==> src/rtl/axi_round_clip_pkg.sv <==
// Shared rounding-mode encodings and width helpers for the multi-lane round/clip block.
package axi_round_clip_pkg;

    typedef enum logic [1:0] {
        MODE_TRUNC   = 2'd0,
        MODE_HALF_UP = 2'd1,
        MODE_CONV    = 2'd2,
        MODE_RSVD    = 2'd3
    } rnd_mode_e;

    // Width of the rounded intermediate: one guard bit above the kept integer part.
    function automatic int round_width(input int width_in, input int rnd_bits);
        return width_in - rnd_bits + 1;
    endfunction

endpackage

==> src/rtl/round_clip_lane.sv <==
// One signed lane: S1 rounds away RND_BITS LSBs, S2 clips or wraps to WIDTH_OUT.
module round_clip_lane
    import axi_round_clip_pkg::*;
#(
    parameter int WIDTH_IN  = 24,
    parameter int WIDTH_OUT = 16,
    parameter int RND_BITS  = 8
) (
    input  logic                        clk,
    input  logic                        reset_n,
    input  logic                        en1,
    input  logic                        en2,
    input  rnd_mode_e                   mode,
    input  logic                        sat_en,
    input  logic                        vld,
    input  logic signed [WIDTH_IN-1:0]  din,
    output logic [WIDTH_OUT-1:0]        dout,
    output logic                        sat
);

    localparam int R = round_width(WIDTH_IN, RND_BITS);
    localparam logic signed [WIDTH_IN:0] HALF = ((WIDTH_IN+1)'(1) << RND_BITS) >> 1;
    localparam logic signed [WIDTH_IN:0] ONE  = (WIDTH_IN+1)'(1);

    function automatic logic signed [R-1:0] round_val(input logic signed [WIDTH_IN-1:0] x,
                                                      input rnd_mode_e m);
        logic signed [WIDTH_IN:0] xe;
        logic signed [WIDTH_IN:0] bias;
        logic signed [WIDTH_IN:0] sum;
        xe = x;
        case (m)
            MODE_HALF_UP: bias = HALF;
            MODE_CONV:    bias = HALF - ONE + $signed({{WIDTH_IN{1'b0}}, x[RND_BITS]});
            default:      bias = '0;
        endcase
        if (RND_BITS == 0) bias = '0;
        sum = xe + bias;
        return R'(sum >>> RND_BITS);
    endfunction

    // Overflow when the bits above the output sign bit are not a pure sign extension.
    function automatic void clip_val(input logic signed [R-1:0] v, input logic sen,
                                     output logic [WIDTH_OUT-1:0] d, output logic ovf);
        logic [R-WIDTH_OUT:0] hi;
        hi  = v[R-1:WIDTH_OUT-1];
        ovf = !((&hi) || !(|hi));
        if (ovf && sen)
            d = v[R-1] ? {1'b1, {(WIDTH_OUT-1){1'b0}}} : {1'b0, {(WIDTH_OUT-1){1'b1}}};
        else
            d = v[WIDTH_OUT-1:0];
    endfunction

    logic signed [R-1:0]  rnd_p1;
    logic [WIDTH_OUT-1:0] clip_d;
    logic                 clip_ovf;

    // S1: rounding
    always_ff @(posedge clk) begin
        if (en1) rnd_p1 <= round_val(din, mode);
    end

    always_comb begin
        clip_d   = '0;
        clip_ovf = 1'b0;
        clip_val(rnd_p1, sat_en, clip_d, clip_ovf);
    end

    // S2: clip/wrap and saturation flag
    always_ff @(posedge clk) begin
        if (!reset_n) begin
            dout <= '0;
            sat  <= 1'b0;
        end else if (en2) begin
            dout <= clip_d;
            sat  <= vld & clip_ovf;
        end
    end

endmodule

==> src/rtl/axi_round_clip_multi.sv <==
// AXI-stream multi-lane round/saturate with per-packet mode latch and saturation counter.
module axi_round_clip_multi
    import axi_round_clip_pkg::*;
#(
    parameter int WIDTH_IN  = 24,
    parameter int WIDTH_OUT = 16,
    parameter int RND_BITS  = 8,
    parameter int NUM_LANES = 2,
    parameter int CNT_W     = 16
) (
    input  logic                           clk,
    input  logic                           reset_n,
    input  logic [1:0]                     mode,
    input  logic                           sat_en,
    input  logic                           clear_cnt,
    input  logic [NUM_LANES*WIDTH_IN-1:0]  i_tdata,
    input  logic                           i_tlast,
    input  logic                           i_tvalid,
    output logic                           i_tready,
    output logic [NUM_LANES*WIDTH_OUT-1:0] o_tdata,
    output logic                           o_tlast,
    output logic                           o_tvalid,
    input  logic                           o_tready,
    output logic [CNT_W-1:0]               sat_count,
    output logic                           sat_flag
);

    if (WIDTH_IN - RND_BITS < WIDTH_OUT) begin : g_bad_widths
        $error("axi_round_clip_multi: WIDTH_IN - RND_BITS must be >= WIDTH_OUT");
    end

    logic            vld_p1, vld_p2;
    logic            last_p1, last_p2;
    logic            sat_en_p1;
    logic            first;
    logic [1:0]      mode_q;
    logic            sat_en_q;
    logic            en1, en2, acc;
    logic [1:0]      eff_mode;
    logic            eff_sat;
    logic [NUM_LANES-1:0] lane_sat;

    assign en2      = o_tready | ~vld_p2;
    assign en1      = en2 | ~vld_p1;
    assign i_tready = en1;
    assign acc      = i_tvalid & en1;

    // The packet's first beat uses the live controls; later beats use the latched copy.
    assign eff_mode = first ? mode : mode_q;
    assign eff_sat  = first ? sat_en : sat_en_q;

    assign o_tvalid = vld_p2;
    assign o_tlast  = last_p2;
    assign sat_flag = |lane_sat;

    always_ff @(posedge clk) begin
        if (!reset_n) begin
            vld_p1    <= 1'b0;
            vld_p2    <= 1'b0;
            last_p2   <= 1'b0;
            first     <= 1'b1;
            mode_q    <= MODE_TRUNC;
            sat_en_q  <= 1'b1;
            sat_count <= '0;
        end else begin
            if (acc) begin
                first <= i_tlast;
                if (first) begin
                    mode_q   <= mode;
                    sat_en_q <= sat_en;
                end
            end
            if (en1) vld_p1 <= i_tvalid;
            if (en2) begin
                vld_p2  <= vld_p1;
                last_p2 <= last_p1;
            end
            if (clear_cnt)
                sat_count <= '0;
            else if (vld_p2 && o_tready && sat_flag && sat_count != '1)
                sat_count <= sat_count + CNT_W'(1);
        end
    end

    // S1 sideband: tlast and the S2 clip policy travel with the data
    always_ff @(posedge clk) begin
        if (en1) begin
            last_p1   <= i_tlast;
            sat_en_p1 <= eff_sat;
        end
    end

    for (genvar g = 0; g < NUM_LANES; g++) begin : g_lane
        round_clip_lane #(
            .WIDTH_IN  (WIDTH_IN),
            .WIDTH_OUT (WIDTH_OUT),
            .RND_BITS  (RND_BITS)
        ) u_lane (
            .clk     (clk),
            .reset_n (reset_n),
            .en1     (en1),
            .en2     (en2),
            .mode    (rnd_mode_e'(eff_mode)),
            .sat_en  (sat_en_p1),
            .vld     (vld_p1),
            .din     (i_tdata[(NUM_LANES-1-g)*WIDTH_IN +: WIDTH_IN]),
            .dout    (o_tdata[(NUM_LANES-1-g)*WIDTH_OUT +: WIDTH_OUT]),
            .sat     (lane_sat[g])
        );
    end

endmodule

==> config.mk <==
export PLATFORM = sky130hd
export DESIGN_NAME = axi_round_clip_multi
export DESIGN_NICKNAME = d
export VERILOG_FILES = /design/src/rtl/axi_round_clip_pkg.sv /design/src/rtl/round_clip_lane.sv /design/src/rtl/axi_round_clip_multi.sv
export SDC_FILE = /design/constraint.sdc
export NUM_CORES = 1
export LEC_CHECK = 0
export BUFFER_PORTS_ARGS = -buffer_cell sky130_fd_sc_hd__buf_2
export CAP_MARGIN = 20
export CORE_MARGIN = 2
export CORE_UTILIZATION = 45
export CTS_BUF_LIST = sky130_fd_sc_hd__clkbuf_4
export CTS_CLUSTER_DIAMETER = 80
export CTS_CLUSTER_SIZE = 40
export DETAILED_ROUTE_END_ITERATION = 8
export PLACE_DENSITY = 0.76
export RECOVER_POWER = 50
export SYNTH_ARGS = -nofsm -noshare
export SYNTH_HDL_FRONTEND = slang
export SYNTH_SLANG_ARGS = --single-unit
==> constraint.sdc <==
create_clock -name clk -period 3.55 [get_ports clk]
set_input_delay 0.1775 -clock clk [delete_from_list [all_inputs] [get_ports clk]]
set_output_delay 0.1775 -clock clk [all_outputs]
set_load 0.005 [all_outputs]
==> summary.txt <==
Status
  • Run status: completed

Drt
  • Number of search-and-repair iterations in the first detailed-routing pass: 4
  • Mean routed wirelength per cell: 14.04 um
  • Final WL: 9643 um
  • Total number of vias: 3,621
  • Vias per cell: 5.271
  • Number of routed nets with antenna violations: 0
  • Count of unresolved DRC violations after routing: 0
  • Number of design-rule violations left by the first detailed-router iteration: 135

Floorplanning
  • Die boundary height: 101.9 um
  • Effective utilization at floorplan: 46.48%
  • Site Rows: 35
  • I/O Pins: 109
  • CORE AREA: 0.009284 mm^2
  • Die width: 101.9 um
  • Die Outline Area: 0.01039 mm^2

STA
  • WHS: 0.03967 ns
  • Actual slew at the worst max-slew pin: 1.411 ns
  • Setup skew after layout: 0.02060 ns
  • Sum of negative setup slack: 0 ns
  • Max_slew headroom: 5.916%
  • Final setup viols: 0
  • Hold Vio Cnt, Final: 0
  • Final period demand of the worst path: 3.172 ns
  • Crit share post-route: 89.35%
  • RSZ-0062 raised after global routing: false
  • Max Fclk: 315.3 MHz
  • Pins over their slew limit: 0

Min path
  • Class of the most critical hold timing path: in -> reg

Critical path
  • Data arrival at the endpoint of the critical path: 3.38 ns
  • Maximum fanout count along the critical path: 9
  • Element type at the critical path start: flip-flop
  • Sequence of cells on the critical path: mux2_2 > inv_1 > ha_1 > nor2b_1 > ha_1 > nand3_1 > a211o_1 > o211ai_1 > nand4_1 > xnor2_1
  • Worst path most repeated cell: ha_1
  • Setup crit end kind: flip-flop
  • Type of the worst setup path: reg -> reg
  • Required time reported for the critical path endpoint: 3.76 ns
  • Highest-delay cell along the critical path: dfxtp_1
  • Delay of the slowest cell on the worst path: 0.43 ns
  • Worst reg-to-reg setup slack: 0.38 ns

Synth
  • Total standard cell area after synthesis: 0.004315 mm^2
  • Sequential area share after synthesis: 51.49%
  • Post-synthesis average cell area: 9.698 um^2
  • Leading register cell type out of synthesis: dfxtp_1
  • EDFF count, synth: 36
  • Post-synthesis instance total: 445
  • Mapped Nets: 513
  • Cell variety after synth: 47
  • Number of warnings issued by yosys: 0
  • Number of flip-flops and latches in the synthesized netlist: 93
  • Fraction of registers with async set/reset: 0%

Layout
  • Final Net Count: 620
  • Most common library cell in the layout ignoring fill and taps: buf_2
  • Util after Layout: 54.99%
  • Share of post-route cells with drive strength above 1: 18.13%
  • Synthesis-to-layout area growth: 18.30%
  • Most used cells in the layout excluding fill and tap cells: buf_2 (78), nor2_1 (63), dfxtp_1 (57)

Power and ir drop
  • Power dissipated by switching net loads: 0.5810 mW
  • Overall power after layout: 2.115 mW
  • Cell internal pwr: 1.534 mW
  • Switching Share: 27.47%
  • Seq pwr share: 57.6%
  • Part of the power in the clock network: 29.2%
  • Combinational cell fraction of total power: 13.2%
  • Pwr dens: 414.2 mW/mm^2
  • Maximum ir drop on the vdd rail: 0.0001707 V
  • Leakage power figure: 2.023 nW

Clocking
  • Skew-Pair Late Insertion Delay: 0.43 ns
  • Post CTS Setup Buffer Count: 0
  • CTS H-Tree Depth: 3
  • Number of clock sinks: 93
  • Clock root buffer: clkbuf_4
  • Maximum count of clock buffers along a single path: 2
  • TritonCTS clock tree: yes
  • Clock input transition at the sequential cells of the worst setup and hold paths: 0.16 ns
  • Clock buffer count from CTS: 9

Global routing
  • Number of global-route vias before repair: 3,339
  • Antenna violations before repair: 1
  • Wire length of the first global-routing pass: 15,640 um
  • Pin count of the biggest net entering global routing: 43
  • Most crowded layer after global routing: met2
  • Overflow left after global routing: 0
  • GR Layer Usage met2: 31.43%
  • Met3 routing resource usage after global routing: 3.557%
  • Met1 track demand over resource: 24.60%
  • Global routing usage summed across all routing layers: 18.97%

Placed design
  • HPWL reported at the end of detailed placement: 6987 um
  • Buffers on Ports: 108
  • Weighted congestion at the end of routability-driven global placement: 1.032

Job
  • Maximum Capacitance Violations: 0
[cell type report]
type / instances / area [um^2]
clock buffer: 9 / 67.56
inverter: 6 / 22.52
tap: 129 / 161.4
fill: 885 / 4179
multi-input combinational: 330 / 2003
clock inverter: 7 / 88.84
antenna: 1 / 2.502
sequential: 93 / 2222
timing repair buffer: 112 / 536.8
[path summary, 6_finish.rpt]
check	start	end	cells past startpoint
max	first	g_lane[0].u_lane.rnd_p1[11]	10
min	i_tdata[14]	g_lane[1].u_lane.rnd_p1[6]	2
max reg2reg	first	g_lane[0].u_lane.rnd_p1[11]	10
min reg2reg	o_tlast	o_tlast	2
[metrics by stage]
step | cells | cell area, um^2 | setup WS (ns)
after global placement | 667 | 4967 | 0.6293
after CTS | 684 | 5134 | 0.3900
final | 687 | 5105 | 0.3780
after floorplan | 445 | 4315 | 0.8358
after detailed placement | 667 | 4967 | 0.4006
after global routing | 687 | 5105 | 0.08507
[flip-flops by register name (all words and copies together) (netlist names), 2 cells and up]
signal                cells
g_lane.u_lane.sat         2
sat_count                16
g_lane.u_lane.rnd_p1     34
mode_q                    2
g_lane.u_lane.dout       32
[power groups by stage]
stage / Clock [mW] / Sequential, mW / Combinational [mW]
floorplan: 0 / 1.23 / 0.159
global placement: 0 / 1.24 / 0.270
detailed placement: 0 / 1.24 / 0.281
CTS: 0.640 / 1.22 / 0.284
global route: 0.682 / 1.23 / 0.317
finish: 0.617 / 1.22 / 0.280
[cell usage after synthesis, types with 2 or more instances]
cell type	count	area, um^2
xor2_1	11	96.34
edfxtp_1	36	1081
and4_1	3	26.28
nor4_1	3	18.77
ha_1	11	137.6
inv_1	6	22.52
a211oi_1	4	30.03
nand4b_1	2	17.52
nand2b_1	2	12.51
nor2_1	63	236.5
nand4_1	14	87.58
mux2_2	3	33.78
nor4b_1	2	17.52
nand2_1	33	123.9
mux2i_1	3	30.03
a21boi_0	3	22.52
o21a_1	3	22.52
dfxtp_1	57	1141
nand3b_1	2	15.01
nand3_1	20	100.1
nor2b_1	4	25.02
o211a_1	3	30.03
o21ai_0	33	165.2
clkbuf_1	15	56.30
a21oi_1	46	230.2
nor3_1	3	15.01
o211ai_1	2	15.01
xnor2_1	34	297.8
and3_1	4	25.02
nor3b_1	2	15.01
and2_1	2	12.51
[worst max-delay path, delay by kind of cell, from the launching register on]
| kind | cells | cell delay, ns |
|---|---|---|
| AO/OA/AOI/OAI | 2 | 0.62 |
| XOR/XNOR | 1 | 0.18 |
| adder cells (fa/ha/maj) | 2 | 0.48 |
| buffers and inverters | 1 | 0.07 |
| flip-flops | 1 | 0.43 |
| multiplexers | 1 | 0.38 |
| AND/OR/NAND/NOR | 3 | 0.78 |
[timing repair]
| action | 4_1_cts | 5_1_grt |
|---|---|---|
| gates resized for setup | 0 | 0 |
| endpoints found under the hold margin | 1 | 2 |
| endpoints found under the setup margin | 0 | 0 |
| hold buffers | 1 | 2 |
[routing by layer]
metal  part of all wire, %  wire length, um
met3                   4.8              466
met2                    49             4757
met4                   1.4              138
met5                     0                0
met1                    44             4280
[cell families (layout without fill, tap and decap cells)]
group           count (synthesis)  after routing  synth area share [%]
xor+xnor                       45             45                 9.133
flops                          93             93                 51.49
buf+inv                        22            134                 1.913
fa+ha+maj                      11             11                 3.189
mux                             6              6                 1.479
simple gates                  167            167                 19.60
other cells                     0              1                     0
compound gates                101            101                 13.19
Power figures use the tool's default switching activity.
